**config.mk**
```make
export PLATFORM = sky130hd
export DESIGN_NAME = memory_32x4
export DESIGN_NICKNAME = d
export VERILOG_FILES = /design/src/rtl/memory_32x4_pkg.sv /design/src/rtl/memory_32x4.sv
export SDC_FILE = /design/constraint.sdc
export NUM_CORES = 1
export LEC_CHECK = 0
export ABC_CLOCK_PERIOD_IN_PS = 4970
export BUFFER_PORTS_ARGS = -buffer_cell sky130_fd_sc_hd__buf_2
export CORE_MARGIN = 3
export CORE_UTILIZATION = 50
export DETAILED_ROUTE_END_ITERATION = 7
export PLACE_DENSITY = 0.73
export SLEW_MARGIN = 5
export SYNTH_ARGS = -nofsm -noshare
export SYNTH_HDL_FRONTEND = slang
export SYNTH_SLANG_ARGS = --single-unit
```
**constraint.sdc**
```tcl
create_clock -name clk -period 4.97 [get_ports clk]
set_input_delay 0.497 -clock clk [delete_from_list [all_inputs] [get_ports clk]]
set_output_delay 0.497 -clock clk [all_outputs]
set_load 0.1 [all_outputs]
```
**src/rtl/memory_32x4_pkg.sv**
```systemverilog
// Shared types and default sizes for the memory_32x4 storage leaf and the wide
// wrappers that tile it. Wrappers drive every 32-bit slice with the same
// mem_int_t control bundle.
package memory_32x4_pkg;

    localparam int DATA_W = 32;
    localparam int DEPTH  = 4;
    localparam int ADDR_W = $clog2(DEPTH);

    // Shared read/write control bundle: one read port and one write port.
    typedef struct packed {
        logic [ADDR_W-1:0] rd_address;
        logic              rd_vld;
        logic [ADDR_W-1:0] wr_address;
        logic              wr_vld;
    } mem_int_t;

endpackage

```
**src/rtl/memory_32x4.sv**
```systemverilog
// memory_32x4: 4 x 32-bit storage with one write port and one registered read
// port, all on clk. The array memory_32_4_memory keeps this exact name so that
// upper levels can reach it hierarchically (for example, to preload it). The
// array has no reset, so preloaded contents survive reset.
//
// Optional macro MEM_RDW_BYPASS_EN: when defined, a read and a write to the same
// address in the same cycle return the new write data (write-first). When
// undefined, they return the old stored word (read-first). In both cases the
// array holds the new word afterwards.
module memory_32x4
    import memory_32x4_pkg::*;
(
    input  logic              clk,
    input  logic              reset,
    input  mem_int_t          m,
    input  logic [DATA_W-1:0] m_wr_data,
    output logic [DATA_W-1:0] m_rd_data
);

    // Storage array. It has no reset so that block RAM can be inferred and
    // preloaded contents survive reset.
    logic [DATA_W-1:0] memory_32_4_memory [0:DEPTH-1];

    logic [DATA_W-1:0] rd_data_reg;
    logic [DATA_W-1:0] rd_data_next;
    logic              rdw_hit;

    // A read and a write that target the same word in the same cycle.
    assign rdw_hit = m.rd_vld && m.wr_vld && (m.rd_address == m.wr_address);

    // Select the word the read register captures at the next edge.
    always_comb begin
        rd_data_next = memory_32_4_memory[m.rd_address];
`ifdef MEM_RDW_BYPASS_EN
        if (rdw_hit) begin
            rd_data_next = m_wr_data;
        end
`else
        // Read-first: the old word is already selected, so a collision needs
        // no special handling.
        if (rdw_hit) begin
            rd_data_next = memory_32_4_memory[m.rd_address];
        end
`endif
    end

    // Write port. Reset suppresses the write but leaves the stored words alone.
    always_ff @(posedge clk) begin
        if (!reset && m.wr_vld) begin
            memory_32_4_memory[m.wr_address] <= m_wr_data;
        end
    end

    // Registered read port. Reset clears it, and it holds its value while rd_vld is low.
    always_ff @(posedge clk) begin
        if (reset) begin
            rd_data_reg <= '0;
        end else if (m.rd_vld) begin
            rd_data_reg <= rd_data_next;
        end
    end

    assign m_rd_data = rd_data_reg;

endmodule

```
# After elaboration in Yosys (flattened, before gate mapping)

Memories as Yosys holds them, arrays and structs flattened. A register that Yosys moved wholly into a read port is not among the register bits.
Cells that the tools add are included.
W data, S select, Z words.

Flip-flop bits (word level): 0
Latch bits: 0
Bits in writable memories: 128
Bits in read-only memories: 0
Output and inout port bits: 32
Logic and storage cells: 5
Memories: 1

Add/subtract/negate cells: 0
Multiply operators: 0
Divide/modulo/power cells: 0
Magnitude comparators: 0
Equality and inequality tests: 0
Shifts and indexed selects: 0
Muxes and demuxes: 2
Bitwise operators: 0
Reductions and logical operators: 2

Memories:

| name               | words | bits a word | rd ports | clocked after Yosys merged registers in | write ports | line              | RTL |
|---|---|---|---|---|---|---|---|
| memory_32_4_memory | 4     | 32          | 1        | 1                                       | 1           | memory_32x4.sv:22 | `logic [DATA_W-1:0] memory_32_4_memory [0:DEPTH-1];` |

Operators with widths:

| operator            | count |
|---|---|
| $mux W1             | 2 |
| $logic_and A1 B1 Y1 | 1 |
| $logic_not A1 Y1    | 1 |

# Longest topological paths before layout

Depth after elaboration: 4
Mapped depth: 4
Depth with buffers taken out: 2

# Worst setup path before layout

OpenSTA, ideal clock, no wires.

Kind: in2reg
Start: input reset
End: memory memory_32_4_memory[0][0], enable pin
Arrival time: 4.207 ns
Slack: 0.250 ns
Stages on the path: 3
Buffers on the path: 2
Cell sequence: clkbuf_1 -> clkbuf_1 -> nor4b_1

Longest elaborated chain between the ends: 4

RTL lines:

| item                          | line              | RTL |
|---|---|---|
| start, declared               | memory_32x4.sv:14 | `input logic reset,` |
| $logic_not A1 Y1              | memory_32x4.sv:49 | `if (!reset && m.wr_vld) begin` |
| $logic_and A1 B1 Y1           | memory_32x4.sv:49 |  |
| $mux W1                       | memory_32x4.sv:49 |  |
| $mux W1 (not written as such) | memory_32x4.sv:50 | `memory_32_4_memory[m.wr_address] <= m_wr_data;` |
| end, declared                 | memory_32x4.sv:22 |  |

Every way passes these cells.

==> results.py <==
metrics = {
    "global_route": {
        "grt_max_degree": 65,
        "antenna_found_initial": 0,
        "grt_pass1_wl_mm": 17.1,
        "grt_overflow": 0,
        "grt_pass1_vias": 3198,
        "grt_use_total_pct": 17.6,
    },
    "clock_tree": {
        "numCtsBuffers": 17,
        "post-cts-setup-buffer-count": 0,
        "htreeDepth": 4,
        "clock_latency_ns": 0.42,
        "cts_tree": "yes",
        "max-clock-path-buffers": 2,
        "cts.sinks": 160,
        "clk_pin_slew_ns": 0.07,
        "cts_root_buf": "clkbuf_16",
        "cts_hold_buf": 0,
        "cts_resized": 0,
    },
    "synthesis": {
        "synth-seq-cells": 160,
        "ys_seq_area_share_pct": 74.0,
        "syn_area_mm2": 0.00606,
        "avgSynthCellArea_um2": 19.2,
        "synth.distinct_cells": 15,
        "mappedNetlistNets": 355,
        "syn-instance-count": 315,
        "synth_warnings": 0,
    },
    "power": {
        "fin_total_pwr_mw": 3.18,
        "p_switching_mw": 0.745,
        "clkPwrFrac_pct": 42.9,
        "power_density_mw_per_mm2": 443,
        "ir_worst_vdd_uv": 358,
        "combPwrFrac_pct": 9.3,
        "p_sw_share_pct": 23.4,
        "power.internal_mw": 2.43,
        "seqPwrFrac_pct": 47.9,
        "p_leak_nw": 2.66,
    },
    "sta": {
        "maxClockFrequency_ghz": 0.426,
        "skew_ns": 0.00690,
        "tns_ns": 0,
        "worst_pin_slew_ns": 1.11,
        "hold_viol": 0,
        "finalSetupViolations": 0,
        "min_period_ns": 2.35,
        "slew_headroom_pct": 25.8,
        "period_share_pct": 47.2,
        "drv_slew": 0,
        "rsz0062_at_grt": "no",
        "finalWorstSetupSlack_ns": 2.62,
        "timing.hold.ws_ns": 0.284,
    },
    "floorplan": {
        "die_w_um": 116,
        "dieArea_mm2": 0.0135,
        "start_util_pct": 52.2,
        "fp.dieH_um": 116,
        "rows": 39,
        "io_pins": 72,
        "coreArea_mm2": 0.0116,
    },
    "placement": {
        "pre_cts_ws_ns": 2.21,
        "hpwl_mm": 6.40,
        "dp.cells": 513,
        "port_buffers": 71,
        "gp_congestion": 0.716,
    },
    "routing": {
        "drcViolationCount": 0,
        "dr.pass1.iters": 4,
        "via_per_inst": 5.58,
        "wl_per_cell_um": 20.4,
        "drtIter0Drc": 219,
        "vias": 3041,
        "drtAntennaViolNets": 0,
        "wl_mm": 11.1,
    },
    "final_layout": {
        "area_growth_pct": 18.3,
        "fin_nets": 429,
        "antenna_cells": 0,
        "nFillCells": 849,
        "drive_above_1_share_pct": 43.0,
        "final_cells": 545,
    },
    "job": {
        "maxCapViolations": 0,
    },
    "critical_path": {
        "cp.arrival_ns": 2.60,
        "start_kind": "primary input",
        "setup.worst_path.start": "reset",
        "critPathCaptureType": "flip-flop",
        "r2r-start": "m_rd_data[15]",
        "cp_max_fo": 38,
        "criticalPathCategory": "primary input to flip-flop",
        "required_ns": 5.22,
    },
    "min_path": {
        "hold_path.class": "primary input to flip-flop",
        "hold_path.startpoint": "m_wr_data[18]",
    },
    "run_status": {
        "outcome": "complete, no violations",
    },
}
[logic make-up after synthesis]
group           count (synthesis)  synth area share [%]
flops                         160                  74.0
buf+inv                        21                  2.17
mux                            64                  10.6
simple gates                   38                  5.53
compound gates                 32                  7.72
[worst max-delay path, stage by stage]
cell      delay [ns]
buf_2           0.58
nand3b_1        0.89
buf_4           0.46
o221ai_2        0.15
[cell usage after synthesis]
cell type,n,area share (%)
clkbuf_1,7,0.43
buf_4,4,0.50
nand3b_1,1,0.12
nor4b_1,1,0.14
or3b_2,32,4.6
o221ai_1,2,0.29
o221ai_2,30,7.4
mux2i_1,64,11
buf_6,4,0.74
buf_2,6,0.50
and4b_1,1,0.17
nor4bb_1,2,0.33
edfxtp_1,128,63
dfxtp_1,32,11
or3b_1,1,0.14
[registers in the layout, summed over array words and instances, names as in the netlist]
name / count
memory_32_4_memory: 128
m_rd_data: 32
[through the flow]
stage / instance area (um2) / utilization [%]
2_1_floorplan: 6060 / -
3_3_place_gp: 6540 / 56.3
3_5_place_dp: 6540 / 56.3
4_1_cts: 7170 / 61.7
5_1_grt: 7170 / 61.7
6_report: 7170 / 61.7
[cell usage in the layout (no fill, tap or decap)]
| master | count |
|---|---|
| edfxtp_1 | 128 |
| buf_2 | 70 |
| mux2i_1 | 64 |
| or3b_2 | 33 |
| dfxtp_1 | 32 |
| o221ai_2 | 30 |
| clkbuf_16 | 17 |
| buf_4 | 6 |
| bufinv_16 | 4 |
| clkinv_4 | 3 |
| inv_6 | 3 |
| nor4bb_4 | 2 |
| o221ai_1 | 2 |
| clkbuf_1 | 2 |
| clkinv_2 | 2 |
| and4b_2 | 1 |
| nor4b_2 | 1 |
| nand3b_1 | 1 |
| clkbuf_8 | 1 |
[cell type report]
class	instances	area, um2	share of cell area, %
Sequential cell	160	4480	62.5
Timing Repair Buffer	76	395	5.51
Clock buffer	20	447	6.23
Tap cell	143	179	2.50
Clock inverter	12	183	2.55
Multi-Input combinational cell	134	1480	20.7
[worst paths after layout]
check / end / slack [ns] / depth (start not counted)
worst min-delay path: memory_32_4_memory[3][18] / 0.28 / 1
worst max register to register: m_rd_data[15] / 3.94 / 2
worst max-delay path: m_rd_data[26] / 2.62 / 4
worst min register to register: m_rd_data[30] / 0.56 / 2
[per-layer routing]
metal / vias up / track usage, % / wire length [um]
met1: 1508 / 22.5 / 4630
li1: 1434 / - / -
met3: 12 / 5.69 / 588
met4: 0 / 5.72 / 114
met5: - / 0 / 0
met2: 87 / 28.6 / 5780
[power groups by stage]
stage               combinational, mW  clock [mW]  sequential [mW]
finish                          0.294        1.36             1.52
global route                    0.309        1.45             1.52
CTS                             0.297        1.39             1.52
detailed placement              0.295           0             1.55
global placement                0.291           0             1.55
floorplan                      0.0955           0             1.68
No activity file was read; power rests on OpenSTA's default activity.
